==> src/rtl/serial_subtractor_if.sv <==
// rtl/serial_subtractor_if.sv - operand/result handshake bundle for the bit-serial subtractor
interface serial_subtractor_if #(
    parameter int WIDTH = 8
);
    logic             in_valid;
    logic             in_ready;
    logic [WIDTH-1:0] a;
    logic [WIDTH-1:0] b;
    logic             out_valid;
    logic             out_ready;
    logic [WIDTH-1:0] diff;
    logic             borrow;
    logic             overflow;
    logic             zero;

    modport master (
        output in_valid, a, b, out_ready,
        input  in_ready, out_valid, diff, borrow, overflow, zero
    );

    modport slave (
        input  in_valid, a, b, out_ready,
        output in_ready, out_valid, diff, borrow, overflow, zero
    );
endinterface

==> src/rtl/serial_subtractor.sv <==
// rtl/serial_subtractor.sv - bit-serial A - B (A + ~B + 1), LSB first, one full-adder cell
module serial_subtractor #(
    parameter int WIDTH = 8
) (
    input  logic               clk,
    input  logic               rstn,
    serial_subtractor_if.slave bus
);
    localparam int CW = $clog2(WIDTH);

    typedef enum logic [1:0] {IDLE, RUN, DONE} state_t;

    state_t           state_q, state_d;
    logic             live_q;
    logic [CW-1:0]    cnt_q, cnt_d;
    logic             carry_q, carry_d;
    logic [WIDTH-1:0] a_q, a_d;
    logic [WIDTH-1:0] b_q, b_d;
    logic [WIDTH-1:0] res_q, res_d;
    logic [WIDTH-1:0] diff_q, diff_d;
    logic             borrow_q, borrow_d;
    logic             ovf_q, ovf_d;
    logic             zero_q, zero_d;

    logic             in_ready;
    logic             out_valid;
    logic             accept;
    logic             last;
    logic             nb;
    logic             s;
    logic             cout;
    logic [WIDTH-1:0] res_shift;

    assign accept    = bus.in_valid && in_ready;
    assign last      = (cnt_q == CW'(WIDTH - 1));
    assign nb        = ~b_q[0];
    assign s         = a_q[0] ^ nb ^ carry_q;
    assign cout      = (a_q[0] & nb) | (a_q[0] & carry_q) | (nb & carry_q);
    assign res_shift = {s, res_q[WIDTH-1:1]};

    // live_q keeps in_ready low until the first edge after reset release
    always_ff @(posedge clk or negedge rstn) begin
        if (!rstn) begin
            state_q <= IDLE;
            live_q  <= 1'b0;
        end else begin
            state_q <= state_d;
            live_q  <= 1'b1;
        end
    end

    always_comb begin
        state_d = state_q;
        unique case (state_q)
            IDLE:    if (accept) state_d = RUN;
            RUN:     if (last) state_d = DONE;
            DONE:    if (bus.out_ready) state_d = IDLE;
            default: state_d = IDLE;
        endcase
    end

    always_comb begin
        in_ready  = live_q && (state_q == IDLE);
        out_valid = (state_q == DONE);
    end

    always_comb begin
        cnt_d    = cnt_q;
        carry_d  = carry_q;
        a_d      = a_q;
        b_d      = b_q;
        res_d    = res_q;
        diff_d   = diff_q;
        borrow_d = borrow_q;
        ovf_d    = ovf_q;
        zero_d   = zero_q;
        if (state_q == IDLE && accept) begin
            a_d     = bus.a;
            b_d     = bus.b;
            res_d   = '0;
            carry_d = 1'b1;
            cnt_d   = '0;
        end else if (state_q == RUN) begin
            a_d     = {1'b0, a_q[WIDTH-1:1]};
            b_d     = {1'b0, b_q[WIDTH-1:1]};
            res_d   = res_shift;
            carry_d = cout;
            cnt_d   = cnt_q + CW'(1);
            // on the MSB step carry_q is the carry into the sign bit
            if (last) begin
                diff_d   = res_shift;
                borrow_d = ~cout;
                ovf_d    = carry_q ^ cout;
                zero_d   = (res_shift == '0);
            end
        end
    end

    always_ff @(posedge clk or negedge rstn) begin
        if (!rstn) begin
            cnt_q    <= '0;
            carry_q  <= 1'b0;
            a_q      <= '0;
            b_q      <= '0;
            res_q    <= '0;
            diff_q   <= '0;
            borrow_q <= 1'b0;
            ovf_q    <= 1'b0;
            zero_q   <= 1'b0;
        end else begin
            cnt_q    <= cnt_d;
            carry_q  <= carry_d;
            a_q      <= a_d;
            b_q      <= b_d;
            res_q    <= res_d;
            diff_q   <= diff_d;
            borrow_q <= borrow_d;
            ovf_q    <= ovf_d;
            zero_q   <= zero_d;
        end
    end

    assign bus.in_ready  = in_ready;
    assign bus.out_valid = out_valid;
    assign bus.diff      = diff_q;
    assign bus.borrow    = borrow_q;
    assign bus.overflow  = ovf_q;
    assign bus.zero      = zero_q;
endmodule

==> src/flat_wrapper.sv <==
// flat-port wrapper written by rule: the top's interface ports become plain ports
module serial_subtractor_flat 
#(
    parameter int WIDTH = 8
)
  (clk, rstn, bus_in_valid, bus_a, bus_b, bus_out_ready, bus_in_ready, bus_out_valid, bus_diff, bus_borrow, bus_overflow, bus_zero);
  serial_subtractor_if #(.WIDTH(WIDTH)) bus_i ();
  input  logic clk;
  input  logic rstn;
  input wire logic [$bits(bus_i.in_valid)-1:0] bus_in_valid;
  input wire logic [$bits(bus_i.a)-1:0] bus_a;
  input wire logic [$bits(bus_i.b)-1:0] bus_b;
  input wire logic [$bits(bus_i.out_ready)-1:0] bus_out_ready;
  output wire logic [$bits(bus_i.in_ready)-1:0] bus_in_ready;
  output wire logic [$bits(bus_i.out_valid)-1:0] bus_out_valid;
  output wire logic [$bits(bus_i.diff)-1:0] bus_diff;
  output wire logic [$bits(bus_i.borrow)-1:0] bus_borrow;
  output wire logic [$bits(bus_i.overflow)-1:0] bus_overflow;
  output wire logic [$bits(bus_i.zero)-1:0] bus_zero;
  assign bus_i.in_valid = bus_in_valid;
  assign bus_i.a = bus_a;
  assign bus_i.b = bus_b;
  assign bus_i.out_ready = bus_out_ready;
  assign bus_in_ready = bus_i.in_ready;
  assign bus_out_valid = bus_i.out_valid;
  assign bus_diff = bus_i.diff;
  assign bus_borrow = bus_i.borrow;
  assign bus_overflow = bus_i.overflow;
  assign bus_zero = bus_i.zero;
  serial_subtractor #(.WIDTH(WIDTH)) u_core (.clk(clk), .rstn(rstn), .bus(bus_i));
endmodule
==> config.mk <==
export PLATFORM = sky130hd
export DESIGN_NAME = serial_subtractor_flat
export DESIGN_NICKNAME = d
export VERILOG_FILES = /design/src/rtl/serial_subtractor_if.sv /design/src/rtl/serial_subtractor.sv /design/src/flat_wrapper.sv
export SDC_FILE = /design/constraint.sdc
export NUM_CORES = 1
export LEC_CHECK = 0
export BUFFER_PORTS_ARGS = -buffer_cell sky130_fd_sc_hd__buf_4
export CAP_MARGIN = 10
export CORE_ASPECT_RATIO = 2
export CORE_MARGIN = 2
export CORE_UTILIZATION = 54
export CTS_CLUSTER_DIAMETER = 60
export CTS_CLUSTER_SIZE = 28
export DETAILED_ROUTE_END_ITERATION = 6
export PLACE_DENSITY = 0.77
export SLEW_MARGIN = 20
export SYNTH_ARGS = -nofsm -noshare
export SYNTH_HDL_FRONTEND = slang
export SYNTH_SLANG_ARGS = --single-unit
==> constraint.sdc <==
create_clock -name clk -period 2.05 [get_ports clk]
set_input_delay 0.1025 -clock clk [delete_from_list [all_inputs] [get_ports clk]]
set_output_delay 0.1025 -clock clk [all_outputs]
set_load 0.1 [all_outputs]
**Yosys cells after proc, flatten, opt, wreduce, memory -nomap -nowiden**

Index checks and enable logic that the tools add are counted.

- Register bits: 42
- Input port bits: 20

- Add/sub/neg operators: 1
- Equality and inequality tests: 6
- Multiplexer cells: 14
- Bitwise operators: 11
- Reductions and logical operators: 8

Operators with widths:

| cell | count |
|---|---|
| $mux 8 | 6 |
| $logic_not 8->1 | 1 |
| $mux 2 | 3 |
| $mux 3 | 2 |
| $pmux 2 s3 | 1 |
| $reduce_and 3->1 | 2 |
| $ne 2x1->1 const B | 2 |
| $add 3x1->3 const B | 1 |
| $and 1x1->1 | 3 |
| $eq 3x3->1 const B | 1 |
| $logic_and 1x1->1 | 3 |
| $not 1->1 | 3 |
| $xor 1x1->1 | 3 |
| $eq 2x1->1 const B | 1 |
| $eq 2x2->1 const B | 1 |
| $logic_not 2->1 | 1 |
| $mux 1 | 2 |
| $ne 2x2->1 const B | 1 |
| $or 1x1->1 | 2 |
| $reduce_bool 2->1 | 1 |

**Depth between registers and ports, before layout**

Gate-level depths: netlist of run 1.

- Depth after elaboration: 6
- Gate-level depth with buffers: 6
- Mapped depth without buffers: 5

**Least setup slack after synthesis of run 1**

No wires, ideal clock.

- Kind: register -> output
- Start point: register u_core.state_q[0]
- End point: output port bus_in_ready
- Data arrival time: 2665 ps
- Required time: 1947 ps
- Path slack: -717 ps
- Cell stages (with the launch flop): 2
- Path through: dfrtp_1 nor3b_1

- Word-level cells in the longest chain between the ends: 2

RTL lines:

| what | line | RTL |
|---|---|---|
| start: declaration | serial_subtractor.sv:13 | `state_t state_q, state_d;` |
| start signal: assignment | serial_subtractor.sv:47 | `state_q <= state_d;` |
| $logic_not 2->1 | serial_subtractor.sv:63 | `in_ready = live_q && (state_q == IDLE);` |
| $logic_and 1x1->1 | serial_subtractor.sv:63 |  |
| end: declaration | flat_wrapper.sv:14 | `output wire logic [$bits(bus_i.in_ready)-1:0] bus_in_ready;` |

Every way passes these cells.

**Final worst setup path of run 1**

- Start point: register u_core.cnt_q[0]
- End point: register u_core.diff_q[5], in the netlist u_core.bus.diff[5]

- Word-level cells in the longest chain between the ends: 2

RTL lines:

| what | line | RTL |
|---|---|---|
| start: declaration | serial_subtractor.sv:15 | `logic [CW-1:0] cnt_q, cnt_d;` |
| start signal: assignment | serial_subtractor.sv:111 | `cnt_q <= cnt_d;` |
| $eq 3x3->1 | serial_subtractor.sv:35 | `assign last = (cnt_q == CW'(WIDTH - 1));` |
| $reduce_and 3->1 (no source line) | n/a |  |
| end signal: assignment | serial_subtractor.sv:116 | `diff_q <= diff_d;` |
| end: declaration | serial_subtractor.sv:20 | `logic [WIDTH-1:0] diff_q, diff_d;` |

Every way passes these cells.
A chain may end at the register's enable or synchronous reset.

==> results of run 1 <==
-- Yosys cell counts (all sizes together) --
master	n	area, um2
mux2	8	90.1
ha	2	25.0
nor2	1	3.75
xnor2	2	17.5
o21ai	20	111
fa	1	20.0
nand2b	2	12.5
mux2i	14	140
nor3b	1	7.51
and4bb	1	12.5
nand3b	2	40.0
dfrtp	41	1030
buf	10	111
inv	2	7.51
nand2	42	158
conb	1	3.75
nor4	2	12.5
o21bai	1	7.51
and2b	1	7.51
a21oi	9	45.0
-- routing by layer --
layer	vias to the layer above	part of all wire
met5	-	0
met4	0	0.023
met3	7	0.043
met2	29	0.56
met1	587	0.38
li1	606	-
-- cell families after synthesis --
family | count (synthesis)
buffers and inverters | 12
adders and majority gates | 3
other | 1
xor gates and xnor gates | 2
AOI/OAI and AO/OA | 30
muxes | 22
and+or+nand+nor | 52
DFF | 41
-- layout make-up --
type                       instances  area share
timing repair buffer              35       0.124
sequential                        41       0.478
clock buffer                       7      0.0403
tap                               32      0.0187
inverter                           2     0.00350
multi-input combinational        110       0.335
-- flip-flops by register name, indices dropped and copies added (netlist names) --
register             count
u_core.a_q               8
u_core.b_q               8
u_core.bus.borrow        1
u_core.bus.diff          8
u_core.bus.overflow      1
u_core.bus.zero          1
u_core.carry_q           1
u_core.cnt_q             3
u_core.live_q            1
u_core.res_q             7
u_core.state_q           2
-- power breakdown --
part,internal [mW],total (mW),switching (mW)
registers,1.13,1.35,0.218
clock network,0.267,0.523,0.256
logic,0.584,1.77,1.19
total,1.98,3.64,1.66
-- placed cells by master, fill, tap and decap left out --
| cell type | instances |
|---|---|
| nor2_1 | 1 |
| dfrtp_1 | 41 |
| a21oi_1 | 9 |
| nand3b_4 | 2 |
| nor3b_2 | 1 |
| ha_1 | 2 |
| clkbuf_1 | 1 |
| nor4_1 | 2 |
| mux2i_1 | 14 |
| and2b_1 | 1 |
| dlygate4sd3_1 | 1 |
| mux2_2 | 8 |
| o21ai_2 | 3 |
| fa_1 | 1 |
| nand2b_1 | 2 |
| nand2_1 | 42 |
| xnor2_1 | 2 |
| conb_1 | 1 |
| o21bai_1 | 1 |
| clkbuf_8 | 6 |
| o21ai_0 | 8 |
| buf_4 | 34 |
| inv_1 | 2 |
| and4bb_1 | 1 |
| o21ai_1 | 9 |
-- through the flow --
stage	power (mW)	setup slack, ns	utilization
after floorplan	2.86	0.270	-
after detailed placement	3.16	0.583	0.613
after CTS	3.69	0.573	0.642
final	3.64	0.588	0.642
after global placement	3.08	0.615	0.613
after global routing	3.88	0.466	0.642
-- path summary, 6_finish.rpt --
kind | startpoint | to | depth (start not counted)
max in group asynchronous | rstn | u_core.cnt_q[1] | 2
setup reg to reg | u_core.cnt_q[0] | u_core.bus.diff[5] | 4
min in group asynchronous | rstn | u_core.state_q[1] | 2
hold / removal | bus_a[3] | u_core.a_q[3] | 3
setup / recovery | u_core.cnt_q[0] | u_core.bus.diff[5] | 4
hold reg to reg | u_core.bus.zero | u_core.bus.zero | 2
-- worst max-delay path: stages, from the launching register on --
cell	delay [ns]
dfrtp_1	0.39
ha_1	0.20
ha_1	0.22
nand3b_4	0.18
mux2_2	0.35
==> out/metrics.csv, run 1 <==
stage;metric;value;unit
status;outcome;finished clean;
cells_and_area;area taken by multi-input logic gates;719;um2
sta;final period utilization;0.713;
clock_tree;TritonCTS sink count;41;
sta;Final min period;1.46;ns
sta;clk_skew;0.00284;ns
grt;GRT Util Overall;0.189;
cells_and_area;Filler Cell Count;282;
sta;RSZ-0062 raised after global routing;false;
grt;GRT met1 Usage;0.208;
sta;final setup TNS;0;ns
clock_tree;maximum root-to-sink buffer count;2;
grt;largest net degree at the start of global routing;45;
cells_and_area;layout cell share with drive strength beyond 1;0.277;
flow_run;MaxCap Viol Count;0;
logic_synthesis;flops & latches, synth;41;
logic_synthesis;Unique masters post-synth;25;
setup_path;Worst setup EP type;flop;
cells_and_area;final non-filler cell total;227;
drt;via/cell ratio;5.41;
die;die width;45.5;um
grt;met3 usage in global routing;0.0498;
place;gpl congestion;0.744;
logic_synthesis;post-synthesis cell area;1860;um2
logic_synthesis;cell count after synthesis;163;
setup_path;Data arrival, critical path;1.64;ns
sta;Pins Over Slew Limit;0;
place;area post-placement;2050;um2
clock_tree;H-tree levels;2;
sta;WHS;0.0128;ns
die;Rows;30;
clock_tree;CTS resizes;0;
power_and_ir_drop;leak pwr;1.06;nW
clock_tree;Num CTS Buffers;5;
setup_path;CP max FO;15;
clock_tree;CTS Hold Buffers Added;1;
logic_synthesis;post-synthesis sequential area ratio;0.552;
place;Port Buf Inserts;32;
grt;first-pass GRT wire length;5470;um
logic_synthesis;Ys Warns;0;
logic_synthesis;Synth Area in Simple Gates;0.137;
clock_tree;root buffer cell;clkbuf_8;
grt;GR Util met2;0.321;
die;Initial Util;0.557;
cells_and_area;Nets;218;
drt;initial drt markers;23;
clock_tree;TritonCTS clock tree;built;
clock_tree;clk_lat worst skew;0.29;ns
place;Cells after DPL;219;
drt;Detailed Route WL;3040;um
setup_path;Worst EP required;2.23;ns
cells_and_area;area grow syn2layout;15.3;%
logic_synthesis;Synth Area in Compound Gates;0.0882;
drt;drt pass-1 iters;4;
drt;vias;1229;
grt;Most Crowded Layer GR;met2;
place;DP HPWL;2190;um
drt;Post-DRT Antenna Nets;0;
cells_and_area;register area;1030;um2
setup_path;crit path launch type;flop;
die;die area;3960;um2
die;DIE HEIGHT;87.0;um
drt;drt wl/cell;13.4;um
power_and_ir_drop;VDD IR max;0.000899;V
logic_synthesis;largest family of logic cells by synthesized area;simple AND/OR/NAND/NOR gates;
sta;number of setup violations in the final report;0;
die;Core Region;3340;um2
logic_synthesis;Synth Area in XOR/XNOR;0.00942;
sta;f_max;684;MHz
grt;initial antenna violation count;0;
grt;total gr overflow;0;
power_and_ir_drop;Cell Pwr Density;1700;nW/um2
die;io pins;33;
cells_and_area;Design Area, Final;2140;um2
grt;number of global-route vias before repair;1236;
worst_hold_path;hold crit path type;in2reg;
clock_tree;clk slew on worst S/H paths;0.07;ns
logic_synthesis;mux share of post-synthesis cell area;0.124;
logic_synthesis;syn avg cell area;11.4;um2
clock_tree;postcts setup bufs;0;
drt;drc violations;0;
logic_synthesis;syn nets;186;
setup_path;critical path class;reg2reg;
sta;Final Hold Fails;0;
cells_and_area;Ant. Diodes;0;
setup_path;R2R setup slack;0.59;ns
logic_synthesis;Synth Area in Adders;0.0242;
No activity file was read; power rests on OpenSTA's default activity.
==> inputs of run 2 (changes only) <==
CORE_UTILIZATION = 49   (was 54)
PLACE_DENSITY = 0.74   (was 0.77)
clock period = 1.24 ns   (was 2.05 ns; I/O delays follow)
==> run 2 against run 1 <==
Against the previous run: the flow now finishes with violations (setup timing); sequential power increased by 73%; combinational power increased by 150%; count of clock-buffer cells in the layout decreased by 1; final cell count increased by 26%.
==> out/metrics.csv, run 2 (synthesis results as in run 1) <==
stage;metric;value;unit
setup_path;crit-path leading delay family;simple AND/OR/NAND/NOR gates;
clock_tree;TritonCTS sink count;41;
sta;final setup margin;-0.210;ns
die;Core Region;3650;um2
cells_and_area;area taken by multi-input logic gates;897;um2
drt;Post-DRT Antenna Nets;0;
die;Initial Util;0.510;
sta;Pins Over Slew Limit;0;
sta;clk_skew;0.00471;ns
worst_hold_path;hold crit path type;in2async;
setup_path;Worst EP required;1.46;ns
power_and_ir_drop;Cell Pwr Density;2650;nW/um2
place;gpl congestion;0.776;
place;area post-placement;2190;um2
cells_and_area;layout cell share with drive strength beyond 1;0.450;
power_and_ir_drop;VDD IR max;0.00161;V
drt;Detailed Route WL;4980;um
sta;RSZ-0062 raised after global routing;true;
sta;f_max;690;MHz
setup_path;Largest stage delay, worst path;0.45;ns
cells_and_area;register area;1030;um2
drt;initial drt markers;30;
grt;number of global-route vias before repair;1607;
status;outcome;finished, violations left;
clock_tree;H-tree levels;2;
power_and_ir_drop;leak pwr;1.36;nW
clock_tree;root buffer cell;clkbuf_8;
setup_path;crit path launch type;flop;
cells_and_area;Ant. Diodes;0;
cells_and_area;Design Area, Final;2860;um2
clock_tree;Num CTS Buffers;5;
setup_path;R2R Path Start;u_core.state_q[0];
grt;GRT Util Overall;0.240;
setup_path;CP cell instances;buf_6 > and4bb_4 > clkbuf_16 > nand2_1 > o21ai_1;
grt;initial antenna violation count;0;
clock_tree;maximum root-to-sink buffer count;2;
setup_path;FF-to-FF path depth;5;
sta;Final Hold Fails;0;
cells_and_area;most common cell after layout, fill and taps aside;buf_4;
sta;number of setup violations in the final report;42;
flow_run;MaxCap Viol Count;0;
grt;first-pass GRT wire length;7450;um
setup_path;R2R setup slack;-0.21;ns
place;pre-CTS setup slack;-0.153;ns
die;Rows;31;
clock_tree;TritonCTS clock tree;built;
grt;largest net degree at the start of global routing;42;
place;Port Buf Inserts;32;
place;DP HPWL;2250;um
setup_path;CP max FO;11;
cells_and_area;area grow syn2layout;53.9;%
setup_path;Worst setup EP type;flop;
drt;drt wl/cell;17.3;um
setup_path;crit path from;u_core.state_q[0];
sta;final period utilization;1.17;
cells_and_area;Nets;260;
sta;Final min period;1.45;ns
die;die area;4330;um2
status;failing checks;setup timing;
setup_path;r2r endpoint;u_core.b_q[2];
cells_and_area;Filler Cell Count;224;
die;io pins;33;
setup_path;critical path class;reg2reg;
grt;total gr overflow;0;
sta;Worst-Margin Slew;0.509;ns
setup_path;Crit-path slowest cell;and4bb_4;
die;die width;47.6;um
clock_tree;clk slew on worst S/H paths;0.08;ns
drt;drt pass-1 iters;4;
setup_path;CP Buf/Inv Count;2;
setup_path;Data arrival, critical path;1.67;ns
sta;WHS;0.275;ns
cells_and_area;most frequent cells in the layout;buf_4, dfrtp_1, nand2_1, dlygate4sd3_1;
clock_tree;clk_lat worst skew;0.30;ns
drt;vias;1501;
die;DIE HEIGHT;91.1;um
drt;via/cell ratio;5.23;
drt;drc violations;0;
sta;Max-slew headroom;0.661;
-- run 2: what timing repair did --
item,CTS,global route
buffers inserted,8,5
hold buffers,18,0
endpoints found under the setup margin,28,42
gates resized for setup,26,29
endpoints found under the hold margin,58,0
pin swaps,4,10
gates cloned,4,3
-- run 2: how the worst max path moves through the flow --
| stage | to | depth (start not counted) |
|---|---|---|
| 4_1_cts | u_core.bus.diff[7] | 4 |
| 3_5_place_dp | u_core.bus.diff[0] | 4 |
| 6_report | u_core.b_q[2] | 5 |
| 2_1_floorplan | u_core.bus.diff[4] | 5 |
| 5_1_grt | u_core.b_q[2] | 5 |
| 3_3_place_gp | u_core.bus.diff[7] | 4 |
-- run 2: report_power, final --
group | leakage (nW) | internal (mW) | switching [mW] | total (mW)
combinational | 0.786 | 1.90 | 2.49 | 4.40
clock | 0.0450 | 0.390 | 0.472 | 0.862
sequential | 0.530 | 1.87 | 0.467 | 2.33
-- run 2: layout make-up --
cell class,instances,share of cell area
clock buffers,6,0.0254
flip-flops and latches,41,0.359
inverters,2,0.00262
repair buffers,76,0.275
well taps,49,0.0214
multi-input cells,111,0.314
clock inverters,2,0.00350
-- run 2: worst reg2reg max path, cell delays in order, from the launching register on --
cell and delay (ns):
dfrtp_2 0.44, buf_6 0.13, and4bb_4 0.45, clkbuf_16 0.21
nand2_1 0.06, o21ai_1 0.08
-- run 2: metrics by stage --
stage / utilization / cells / total power [mW] / setup TNS, ns
final: 0.785 / 287 / 7.59 / -5.38
after floorplan: - / 163 / 4.81 / -0.737
after detailed placement: 0.600 / 244 / 5.52 / -1.53
after global routing: 0.785 / 287 / 7.96 / -6.74
after global placement: 0.600 / 244 / 5.37 / -0.878
after CTS: 0.744 / 282 / 6.97 / -4.38
-- run 2: metal layers --
| layer | up-vias | share of wire | GRT usage |
|---|---|---|---|
| met5 | - | 0 | 0 |
| met4 | 0 | 0.042 | 0.117 |
| met3 | 18 | 0.027 | 0.0537 |
| met2 | 45 | 0.56 | 0.396 |
| met1 | 742 | 0.37 | 0.274 |
| li1 | 696 | - | - |
==> inputs of run 3 (changes only) <==
CORE_UTILIZATION = 52   (was 49)
CTS_BUF_LIST = sky130_fd_sc_hd__clkbuf_4   (was unset)
PLACE_DENSITY = 0.78   (was 0.74)
==> run 3 against run 2 <==
Against the previous run: the run still ends with setup timing left; critical path type unchanged; critical endpoint is now u_core.a_q[1]; worst setup slack better by 0.0087 ns; highest routed layer unchanged; sequential cell count stayed put; register-to-register slack hardly changed; final cell count is 2.1% lower.
==> out/metrics.csv, run 3 (synthesis results as in run 1) <==
stage;metric;value;unit
status;outcome;finished, violations left;
status;failing checks;setup timing;
worst_hold_path;hold crit path type;in2async;
setup_path;Data arrival, critical path;1.72;ns
place;DP HPWL;2380;um
grt;initial antenna violation count;0;
setup_path;CP max FO;5;
sta;Final Hold Fails;0;
cells_and_area;Ant. Diodes;0;
cells_and_area;layout cell share with drive strength beyond 1;0.442;
setup_path;crit path launch type;flop;
grt;total gr overflow;0;
clock_tree;H-tree levels;2;
power_and_ir_drop;Pwr Total;7.18;mW
clock_tree;root buffer cell;clkbuf_4;
grt;largest net degree at the start of global routing;42;
clock_tree;clk_lat worst skew;0.35;ns
die;Initial Util;0.544;
power_and_ir_drop;Cell Pwr Density;2590;nW/um2
cells_and_area;most frequent cells in the layout;buf_4, dfrtp_1, nand2_1, dlygate4sd3_1, mux2i_1;
drt;initial drt markers;46;
drt;drc violations;0;
setup_path;critical path class;reg2reg;
die;DIE HEIGHT;88.6;um
die;Rows;30;
grt;GRT Util Overall;0.219;
power_and_ir_drop;leak pwr;1.31;nW
grt;number of global-route vias before repair;1423;
setup_path;R2R setup slack;-0.20;ns
die;die area;4100;um2
setup_path;CP cell instances;buf_4 > and4bb_4 > buf_12 > buf_16 > nand2_2 > o21ai_1;
drt;vias;1519;
clock_tree;TritonCTS sink count;41;
cells_and_area;most common cell after layout, fill and taps aside;buf_4;
sta;RSZ-0062 raised after global routing;true;
setup_path;Worst EP required;1.51;ns
sta;Worst-Margin Slew;0.519;ns
clock_tree;clk slew on worst S/H paths;0.12;ns
sta;WHS;0.212;ns
setup_path;FF-to-FF path depth;6;
clock_tree;TritonCTS clock tree;built;
drt;drt pass-1 iters;4;
setup_path;Crit-path slowest cell;dfrtp_1;
sta;f_max;694;MHz
setup_path;Worst setup EP type;flop;
clock_tree;maximum root-to-sink buffer count;2;
sta;final setup margin;-0.201;ns
drt;drt wl/cell;17.3;um
sta;clk_skew;0.0110;ns
drt;via/cell ratio;5.41;
die;Core Region;3420;um2
sta;Final min period;1.44;ns
place;gpl congestion;0.719;
flow_run;MaxCap Viol Count;0;
sta;Pins Over Slew Limit;0;
drt;Detailed Route WL;4850;um
setup_path;r2r endpoint;u_core.a_q[1];
drt;Post-DRT Antenna Nets;0;
setup_path;Largest stage delay, worst path;0.43;ns
cells_and_area;Nets;256;
die;io pins;33;
sta;final period utilization;1.16;
setup_path;R2R Path Start;u_core.state_q[0];
sta;number of setup violations in the final report;41;
power_and_ir_drop;VDD IR max;0.00136;V
clock_tree;Num CTS Buffers;5;
grt;first-pass GRT wire length;6370;um
sta;Max-slew headroom;0.654;
cells_and_area;area grow syn2layout;48.9;%
die;die width;46.3;um
place;Port Buf Inserts;32;
-- run 3: stage by stage --
step / setup TNS [ns] / cells / setup WS (ns) / util / area (um2)
6_report: -5.69 / 281 / -0.201 / 0.811 / 2770
5_1_grt: -7.64 / 281 / -0.272 / 0.811 / 2770
4_1_cts: -4.97 / 271 / -0.171 / 0.733 / 2500
3_5_place_dp: -1.84 / 244 / -0.153 / 0.642 / 2190
3_3_place_gp: -0.824 / 244 / -0.0989 / 0.642 / 2190
2_1_floorplan: -0.737 / 163 / -0.129 / - / 1900
-- run 3: how the worst max path moves through the flow --
stage                 startpoint            endpoint  slack [ns]  depth (start not counted)
2_1_floorplan    u_core.cnt_q[0]  u_core.bus.diff[4]       -0.13                          5
3_3_place_gp     u_core.cnt_q[1]  u_core.bus.diff[7]        -0.1                          4
3_5_place_dp     u_core.cnt_q[1]  u_core.bus.diff[7]       -0.15                          4
4_1_cts          u_core.cnt_q[1]  u_core.bus.diff[3]       -0.17                          4
5_1_grt           u_core.carry_q     u_core.bus.zero       -0.27                          4
6_report       u_core.state_q[0]       u_core.a_q[1]       -0.20                          6
-- run 3: worst max-delay path, delay by kind of cell (launching register included) --
kind | cells | cell delay [ns]
compound gates | 1 | 0.08
buf+inv | 3 | 0.40
simple gates | 2 | 0.44
flops | 1 | 0.43
-- run 3: repair_timing --
| action | in CTS | in global routing |
|---|---|---|
| setup endpoints to repair | 31 | 42 |
| pin swaps | 0 | 9 |
| endpoints found under the hold margin | 58 | 0 |
| buffers inserted | 1 | 4 |
| hold buffers | 18 | 0 |
| resized for setup | 13 | 35 |
| cloned | 1 | 6 |
-- run 3: metal layers --
metal	wire length (um)	track usage	vias to the layer above
met5	0	0	-
met4	95	0.0701	0
met3	194	0.0490	11
met2	2910	0.393	63
met1	1650	0.244	757
li1	-	-	688
-- run 3: area by class of cell --
type	count	area (um2)
timing repair buffer	72	746
fill	199	647
inverter	2	7.51
sequential	41	1030
clock buffer	5	37.5
multi-input combinational	111	880
tap	48	60.1
clock inverter	2	11.3
-- run 3: report_power, final --
group / leakage (nW) / internal, mW / total, mW / switching (mW)
Sequential: 0.529 / 1.86 / 2.27 / 0.405
Clock: 0.0247 / 0.204 / 0.622 / 0.418
Combinational: 0.757 / 1.82 / 4.29 / 2.47
